--- src/rtl/stream_fifo_1clk_pkt.sv ---
// Single-clock valid/ready stream FIFO carrying a last flag per word, with occupancy and packet
// counts, almost-full/empty flags and an optional store-and-forward packet mode.
module stream_fifo_1clk_pkt #(
  parameter int unsigned Width       = 8,
  parameter int unsigned Depth       = 100,
  parameter bit          PacketMode  = 1'b0,
  parameter int unsigned AlmostFull  = 96,
  parameter int unsigned AlmostEmpty = 4
) (
  input  logic                       clk,
  input  logic                       rst,
  input  logic                       din_valid,
  output logic                       din_ready,
  input  logic [Width-1:0]           din_data,
  input  logic                       din_last,
  output logic                       dout_valid,
  input  logic                       dout_ready,
  output logic [Width-1:0]           dout_data,
  output logic                       dout_last,
  output logic [$clog2(Depth+1)-1:0] used,
  output logic [$clog2(Depth+1)-1:0] pkt_count,
  output logic                       almost_full,
  output logic                       almost_empty
);

  localparam int unsigned     CntW     = $clog2(Depth + 1);
  localparam int unsigned     PtrW     = $clog2(Depth);
  localparam logic [CntW-1:0] DepthCnt = CntW'(Depth);
  localparam logic [CntW-1:0] AfCnt    = CntW'(AlmostFull);
  localparam logic [CntW-1:0] AeCnt    = CntW'(AlmostEmpty);
  localparam logic [PtrW-1:0] LastPtr  = PtrW'(Depth - 1);

  // Each entry holds {last, data}.
  logic [Width:0]    mem_q [Depth];
  logic [PtrW-1:0]   wr_ptr_q, wr_ptr_d;
  logic [PtrW-1:0]   rd_ptr_q, rd_ptr_d;
  logic [CntW-1:0]   used_q, used_d;
  logic [CntW-1:0]   pkt_q, pkt_d;
  logic [Width:0]    rd_word;
  logic              full, empty;
  logic              wr_en, rd_en;
  logic              pkt_in, pkt_out;
  logic              out_avail;

  function automatic logic [PtrW-1:0] ptr_inc(input logic [PtrW-1:0] p);
    return (p == LastPtr) ? '0 : p + PtrW'(1);
  endfunction

  assign full    = (used_q == DepthCnt);
  assign empty   = (used_q == '0);
  assign rd_word = mem_q[rd_ptr_q];

  // Full FIFO is the deadlock escape for packets longer than the storage.
  assign out_avail = !empty && (!PacketMode || (pkt_q != '0) || full);

  // Held low while in reset even though the registered state already reads empty.
  assign din_ready = rst && !full;
  assign wr_en     = din_valid && din_ready;
  assign rd_en     = out_avail && dout_ready;
  assign pkt_in    = wr_en && din_last;
  assign pkt_out   = rd_en && rd_word[Width];

  always_comb begin
    wr_ptr_d = wr_en ? ptr_inc(wr_ptr_q) : wr_ptr_q;
    rd_ptr_d = rd_en ? ptr_inc(rd_ptr_q) : rd_ptr_q;

    used_d = used_q;
    unique case ({wr_en, rd_en})
      2'b10:   used_d = used_q + CntW'(1);
      2'b01:   used_d = used_q - CntW'(1);
      default: used_d = used_q;
    endcase

    pkt_d = pkt_q;
    unique case ({pkt_in, pkt_out})
      2'b10:   pkt_d = pkt_q + CntW'(1);
      2'b01:   pkt_d = pkt_q - CntW'(1);
      default: pkt_d = pkt_q;
    endcase
  end

  always_ff @(posedge clk or negedge rst) begin
    if (!rst) begin
      wr_ptr_q <= '0;
      rd_ptr_q <= '0;
      used_q   <= '0;
      pkt_q    <= '0;
    end else begin
      wr_ptr_q <= wr_ptr_d;
      rd_ptr_q <= rd_ptr_d;
      used_q   <= used_d;
      pkt_q    <= pkt_d;
    end
  end

  // Storage has no reset so it can map onto RAM; stale contents are never exposed.
  always_ff @(posedge clk) begin
    if (wr_en) begin
      mem_q[wr_ptr_q] <= {din_last, din_data};
    end
  end

  always_comb begin
    dout_valid   = out_avail;
    dout_data    = out_avail ? rd_word[Width-1:0] : '0;
    dout_last    = out_avail ? rd_word[Width] : 1'b0;
    used         = used_q;
    pkt_count    = pkt_q;
    almost_full  = (used_q >= AfCnt);
    almost_empty = (used_q <= AeCnt);
  end

  a_used_bound : assert property (@(posedge clk) disable iff (!rst) used_q <= DepthCnt);
  a_pkt_bound  : assert property (@(posedge clk) disable iff (!rst) pkt_q <= used_q);
  a_out_stable : assert property (@(posedge clk) disable iff (!rst)
                                  dout_valid && !dout_ready |=>
                                  $stable({dout_valid, dout_last, dout_data}));

endmodule

--- config.mk ---
export PLATFORM = sky130hd
export DESIGN_NAME = stream_fifo_1clk_pkt
export DESIGN_NICKNAME = d
export VERILOG_FILES = /design/src/rtl/stream_fifo_1clk_pkt.sv
export SDC_FILE = /design/constraint.sdc
export NUM_CORES = 1
export LEC_CHECK = 0
export CAP_MARGIN = 20
export CORE_ASPECT_RATIO = 0.6
export CORE_MARGIN = 4
export CORE_UTILIZATION = 55
export DETAILED_ROUTE_END_ITERATION = 10
export DONT_BUFFER_PORTS = 1
export PLACE_DENSITY = 0.68
export SETUP_SLACK_MARGIN = 0.2
export SYNTH_ARGS = -nofsm -noshare
export SYNTH_HDL_FRONTEND = slang
export SYNTH_SLANG_ARGS = --single-unit
--- constraint.sdc ---
create_clock -name clk -period 8.3 [get_ports clk]
set_input_delay 1.66 -clock clk [delete_from_list [all_inputs] [get_ports clk]]
set_output_delay 1.66 -clock clk [all_outputs]
set_load 0.02 [all_outputs]
---- Word-level counts from Yosys, hierarchy flattened ----
Memories as Yosys holds them, arrays and structs flattened.
Index checks and enable logic that the tools add are counted.
word-level totals
  bits in read-only memories .............. 0
  register bits after elaboration ......... 28
  memories kept ........................... 1
  bits in writable memories ............... 900
  word-level logic and storage cells ...... 38
  latch bits .............................. 0
  output and inout bits ................... 27
operators by class
  order comparisons ....................... 2
  divide/modulo/power cells ............... 0
  shift-type cells ........................ 0
  equality and inequality tests ........... 7
  muxes and demuxes ....................... 8
  $add $sub $neg .......................... 6
  multipliers ............................. 0
  reductions and logical operators ........ 10
  bitwise logic cells ..................... 0
memory list
  name   depth  bits a word  read ports  clocked after memory_dff  write ports  line  text
  mem_q  100    9            1           0                         1            34    logic [Width:0] mem_q [Depth];
operators by type and width
  kind                 number
  $add 7x1->7 const B  4
  $pmux 7 s2           2
  $eq 7x7->1 const B   3
  $mux 7               2
  $sub 7x1->7 const B  2
  $mux 8               1
  $ge 7x7->1 const B   1
  $le 7x3->1 const B   1
  $logic_not 7->1      1
  $logic_and 1x1->1    5
  $eq 2x1->1 const B   2
  $eq 2x2->1 const B   2
  $reduce_bool 2->1    2
  $mux 1               3
  $logic_not 1->1      2

---- Logic depth before layout (Yosys ltp) ----
  depth in word-level cells ............... 7
  mapped depth ............................ 19

---- Least setup slack after synthesis ----
No wires, ideal clock.
  path type ............................... input-to-reg
  start ................................... input din_valid
  end ..................................... register pkt_q[6] (netlist: pkt_count[6])
  stages on the path ...................... 13
  path slack .............................. 4.171 ns
  arrival time ............................ 4.050 ns
  data required time ...................... 8.221 ns
  path through ............................ nand2_1 > a31oi_1 > clkbuf_1 > nand2_1 > ha_1 > xor2_1 > ha_1 > and3b_1 > o21ai_0 > nand3_1 > a211o_1 > a21oi_1 > xor2_1
on the way
  cells in the longest elaborated chain, start to end .. 4
  elaborated cells on any way between the ends .. 6
  those cells by class .................... eq/ne: 2; mux: 1; reduce/logical: 3
ends and longest elaborated chain
  what                                                    line  text
  from (decl)                                             12    input logic din_valid,
  $logic_and 1x1->1 (*)                                   58    assign wr_en = din_valid && din_ready;
  $logic_and 1x1->1 (*)                                   60    assign pkt_in = wr_en && din_last;
  $eq 2x1->1 / $eq 2x2->1 (equally long branches)         75    unique case ({pkt_in, pkt_out})
  $pmux 7 s2 / $reduce_bool 2->1 (equally long branches)  --
  to (signal assigned)                                    92    pkt_q <= pkt_d;
  to (decl)                                               38    logic [CntW-1:0] pkt_q, pkt_d;
Every way passes the cells marked *; elsewhere a longest branch is shown, timed or not.
A chain may end at the register's enable or synchronous reset.

---- Worst setup path after layout ----
  start ................................... register rd_ptr_q[0]
  end ..................................... output dout_data[7]
on the way
  cells in the longest elaborated chain, start to end .. 2
ends and longest elaborated chain
  what                    line  text
  from (decl)             36    logic [PtrW-1:0] rd_ptr_q, rd_ptr_d;
  from (signal assigned)  90    rd_ptr_q <= rd_ptr_d;
  $mem_v2 100x9           --
  $mux 8                  105   dout_data = out_avail ? rd_word[Width-1:0] : '0;
  to (decl)               18    output logic [Width-1:0] dout_data,
Every way passes these cells.

==> PnR_summary.wiki <==
{| class="wikitable"
! Metric !! Value
|-
| Total number of clock tree sinks || 928
|-
| Post_cts resized || 0
|-
| Number of global-route vias before repair || 18000
|-
| Growth of design area from synthesis to finish || 9.74%
|-
| Initial Util || 0.556
|-
| Total count of max-transition violations in the final report || 0
|-
| Clock Tree Buf Depth || 3
|-
| Quantity of I/O buffers inserted on ports || 0
|-
| Placed wire-length estimate || 50700 um
|-
| Max Cap Violations || 0
|-
| Hold Path Class || reg2reg
|-
| Final Critical Period || 6.50 ns
|-
| Clock root buffer || sky130_fd_sc_hd__clkbuf_16
|-
| Biggest area consumer among synthesized cells || sky130_fd_sc_hd__edfxtp_1
|-
| Power per standard cell area || 317 nW/um2
|-
| Upper clock frequency limit || 0.154 GHz
|-
| DRT antenna net count || 0
|-
| Core region area || 66300 um2
|-
| Run status || finished, final reports clean
|-
| Share of post-route cells with drive strength above 1 || 0.175
|-
| Post-synthesis async set-or-reset flop share || 0.0302
|-
| Static Leak || 12.8 nW
|-
| Die Ht || 209 um
|-
| Ranking of synthesized cells by instance count || sky130_fd_sc_hd__edfxtp_1 (900), sky130_fd_sc_hd__mux4_2 (172), sky130_fd_sc_hd__mux2i_1 (161), sky130_fd_sc_hd__nor2_1 (121), sky130_fd_sc_hd__nand2_1 (68)
|-
| Critical Path End Type || output pin
|-
| Overflow left after global routing || 0
|-
| First-iteration detailed-routing DRC count || 2316
|-
| Highest cell delay on the worst timing path || 0.92 ns
|-
| Proportion of netlist area held by the largest area contributor || 0.733
|-
| Number of placed I/O pins || 40
|-
| Peak ir drop on the vdd network || 0.000224 V
|-
| Core Rows || 73
|-
| Insertion delay of the later-clocked pin in the worst-skew pair || 0.63 ns
|-
| Wire length of the first global-routing pass || 126000 um
|-
| Register bit total from synthesis || 928
|-
| Hold Violations, Final || 0
|-
| Via density per instance || 6.48
|-
| Count of vias placed by the detailed router || 18500
|-
| Maximum number of pins on one net before global-route repair || 102
|-
| Total routing resource utilization after global routing || 0.244
|-
| Total DRC errors in the routed layout || 0
|-
| Max-slew headroom at the worst pin || 0.190
|-
| Setup-violating endpoint count in the final report || 0
|-
| Portion of the post-synthesis area used by sequential elements || 0.751
|-
| Count of fill cells added during filler insertion || 4711
|-
| Synth unique cells || 60
|-
| Routability cong. || 0.830
|-
| Nets || 1919
|-
| Slew of the pin with the lowest slew margin || 1.21 ns
|-
| Die ar. || 71400 um2
|-
| Most frequent cell after synthesis || sky130_fd_sc_hd__edfxtp_1
|-
| Clock tree from TritonCTS || yes
|-
| First-pass iteration count of the detailed router || 5
|-
| Cell with the largest stage delay on the worst path || sky130_fd_sc_hd__dfrtp_4
|-
| # H-tree levels || 3
|-
| Setup repair after global routing missed its margin || no
|-
| Setup_tns || 0 ns
|-
| Post-cts hold buffer count || 0
|-
| Largest driver fanout on the critical path || 91
|-
| Synthesized netlist cell count || 1896
|-
| Total wirelength of the detailed-routed design || 86300 um
|-
| CTS buffer count || 82
|-
| WP data required || 6.64 ns
|-
| Crit path arrival time || 4.84 ns
|-
| Final core utilization || 0.611
|-
| Number of enable flip-flop cells after synthesis || 900
|-
| Yosys Warn Count || 0
|-
| Number of antenna violations at the first check in global routing || 2
|-
| Die Wd || 342 um
|-
| Main synth FF type || sky130_fd_sc_hd__edfxtp_1
|-
| Post-Synthesis Net Count || 1921
|-
| Setup Fix Bufs, Post-CTS || 0
|-
| Setup Skew || 0.0171 ns
|-
| Kind of launch point of the worst setup path || register
|-
| R2R Setup Slk || 2.74 ns
|-
| Ordered cell list for the critical path || buf_12, mux4_2, nor2b_1, a211oi_1, a2111oi_0, buf_1, o21ai_0, a31oi_1
|-
| Type of the worst setup path || reg2out
|-
| Total standard cell area after synthesis || 36900 um2
|-
| Mapped Avg Cell Area || 19.5 um2
|-
| Routed wire length per instance || 30.2 um
|-
| Fin crit share || 0.783
|-
| Largest cells by area after synthesis || sky130_fd_sc_hd__edfxtp_1 (73%), sky130_fd_sc_hd__mux4_2 (10%), sky130_fd_sc_hd__mux2i_1 (4.4%)
|-
| Clock-pin slew of the registers on the worst-case setup and hold paths || 0.06 ns
|}
[worst max-delay path, delay by kind of cell (launching register included)]
kind / cells / cell delay, ns
buffers and inverters: 2 / 0.89
AO/OA/AOI/OAI: 4 / 1.76
flip-flops: 1 / 0.92
AND/OR/NAND/NOR: 1 / 0.23
multiplexers: 1 / 0.35
[cell type report]
type                            instances  area [um2]  share of cell area
Sequential cell                       928       27700               0.685
Multi-Input combinational cell        848        8560               0.211
Clock buffer                          107        2290              0.0566
Tap cell                              900        1130              0.0278
Clock inverter                         43         494              0.0122
Timing Repair Buffer                   24         234             0.00578
Inverter                               10        37.5            0.000927
Antenna cell                            1        2.50           0.0000618
[sequential cells by signal, summed over array words and instances, names as in the netlist]
register   cells
rd_ptr_q       7
mem_q        900
used           7
pkt_count      7
wr_ptr_q       7
[routing by layer]
layer	share of wire	GRT usage
met1	0.44	0.395
met2	0.42	0.328
met4	0.020	0.0558
met3	0.11	0.0723
met5	0.00015	0
[placed cells by master, fill, tap and decap left out, types with 5 or more instances in the layout]
master and instances:
sky130_fd_sc_hd__and2_1 6, sky130_fd_sc_hd__nand3_1 26, sky130_fd_sc_hd__o21ai_0 13, sky130_fd_sc_hd__nand2b_1 11, sky130_fd_sc_hd__nand4_1 5, sky130_fd_sc_hd__nor2_1 120, sky130_fd_sc_hd__ha_1 11, sky130_fd_sc_hd__nor3b_1 7
sky130_fd_sc_hd__mux4_2 172, sky130_fd_sc_hd__clkinv_2 15, sky130_fd_sc_hd__inv_1 7, sky130_fd_sc_hd__mux2_2 12, sky130_fd_sc_hd__xnor2_1 13, sky130_fd_sc_hd__clkinv_1 12, sky130_fd_sc_hd__clkbuf_1 16, sky130_fd_sc_hd__edfxtp_1 900
sky130_fd_sc_hd__nor3_1 5, sky130_fd_sc_hd__a32oi_1 5, sky130_fd_sc_hd__a22oi_1 60, sky130_fd_sc_hd__dfrtp_1 24, sky130_fd_sc_hd__clkbuf_16 87, sky130_fd_sc_hd__a31oi_1 9, sky130_fd_sc_hd__bufinv_16 11, sky130_fd_sc_hd__xor2_1 8
sky130_fd_sc_hd__mux2i_1 161, sky130_fd_sc_hd__a211oi_1 5, sky130_fd_sc_hd__nor2b_1 14, sky130_fd_sc_hd__nand2_1 68, sky130_fd_sc_hd__buf_4 17, sky130_fd_sc_hd__a21oi_1 48, sky130_fd_sc_hd__a311oi_1 6
[metrics by stage]
step	hold WS [ns]	instance area, um2	power [W]	setup slack (ns)	std cells
floorplan	0.539	36900	0.00787	4.17	1896
global route	0.645	40500	0.0133	1.50	2860
CTS	0.620	40400	0.0128	1.72	2855
detailed placement	0.599	37700	0.00891	2.41	2705
global placement	0.571	37600	0.00886	2.03	2704
finish	0.633	40500	0.0128	1.80	2861
[final timing paths]
path / end / startpoint / depth (start not counted)
min: wr_ptr_q[1]$_DFFE_PN0P_ / wr_ptr_q[1]$_DFFE_PN0P_ / 2
max in group asynchronous: rd_ptr_q[3]$_DFFE_PN0P_ / rst / 0
max: dout_data[7] / rd_ptr_q[0]$_DFFE_PN0P_ / 8
min in group asynchronous: used[4]$_DFFE_PN0P_ / rst / 0
max reg2reg: pkt_count[6]$_DFFE_PN0P_ / rd_ptr_q[0]$_DFFE_PN0P_ / 16
min reg2reg: wr_ptr_q[1]$_DFFE_PN0P_ / wr_ptr_q[1]$_DFFE_PN0P_ / 2
[power breakdown]
part	switching (W)	leakage [nW]	internal (W)
combinational	0.00198	2.96	0.00133
sequential	0.000312	8.43	0.00523
clock	0.00166	1.36	0.00229
[logic make-up (layout without fill, tap and decap cells)]
family / count (synthesis) / count (layout) / share of synthesized area
mux: 345 / 345 / 0.152
simple gates: 285 / 285 / 0.0353
other cells: 0 / 1 / 0
fa+ha+maj: 12 / 12 / 0.00427
xor+xnor: 21 / 21 / 0.00499
flops: 928 / 928 / 0.751
compound gates: 185 / 185 / 0.0347
buf+inv: 120 / 184 / 0.0169
No activity file was read; power rests on OpenSTA's default activity.
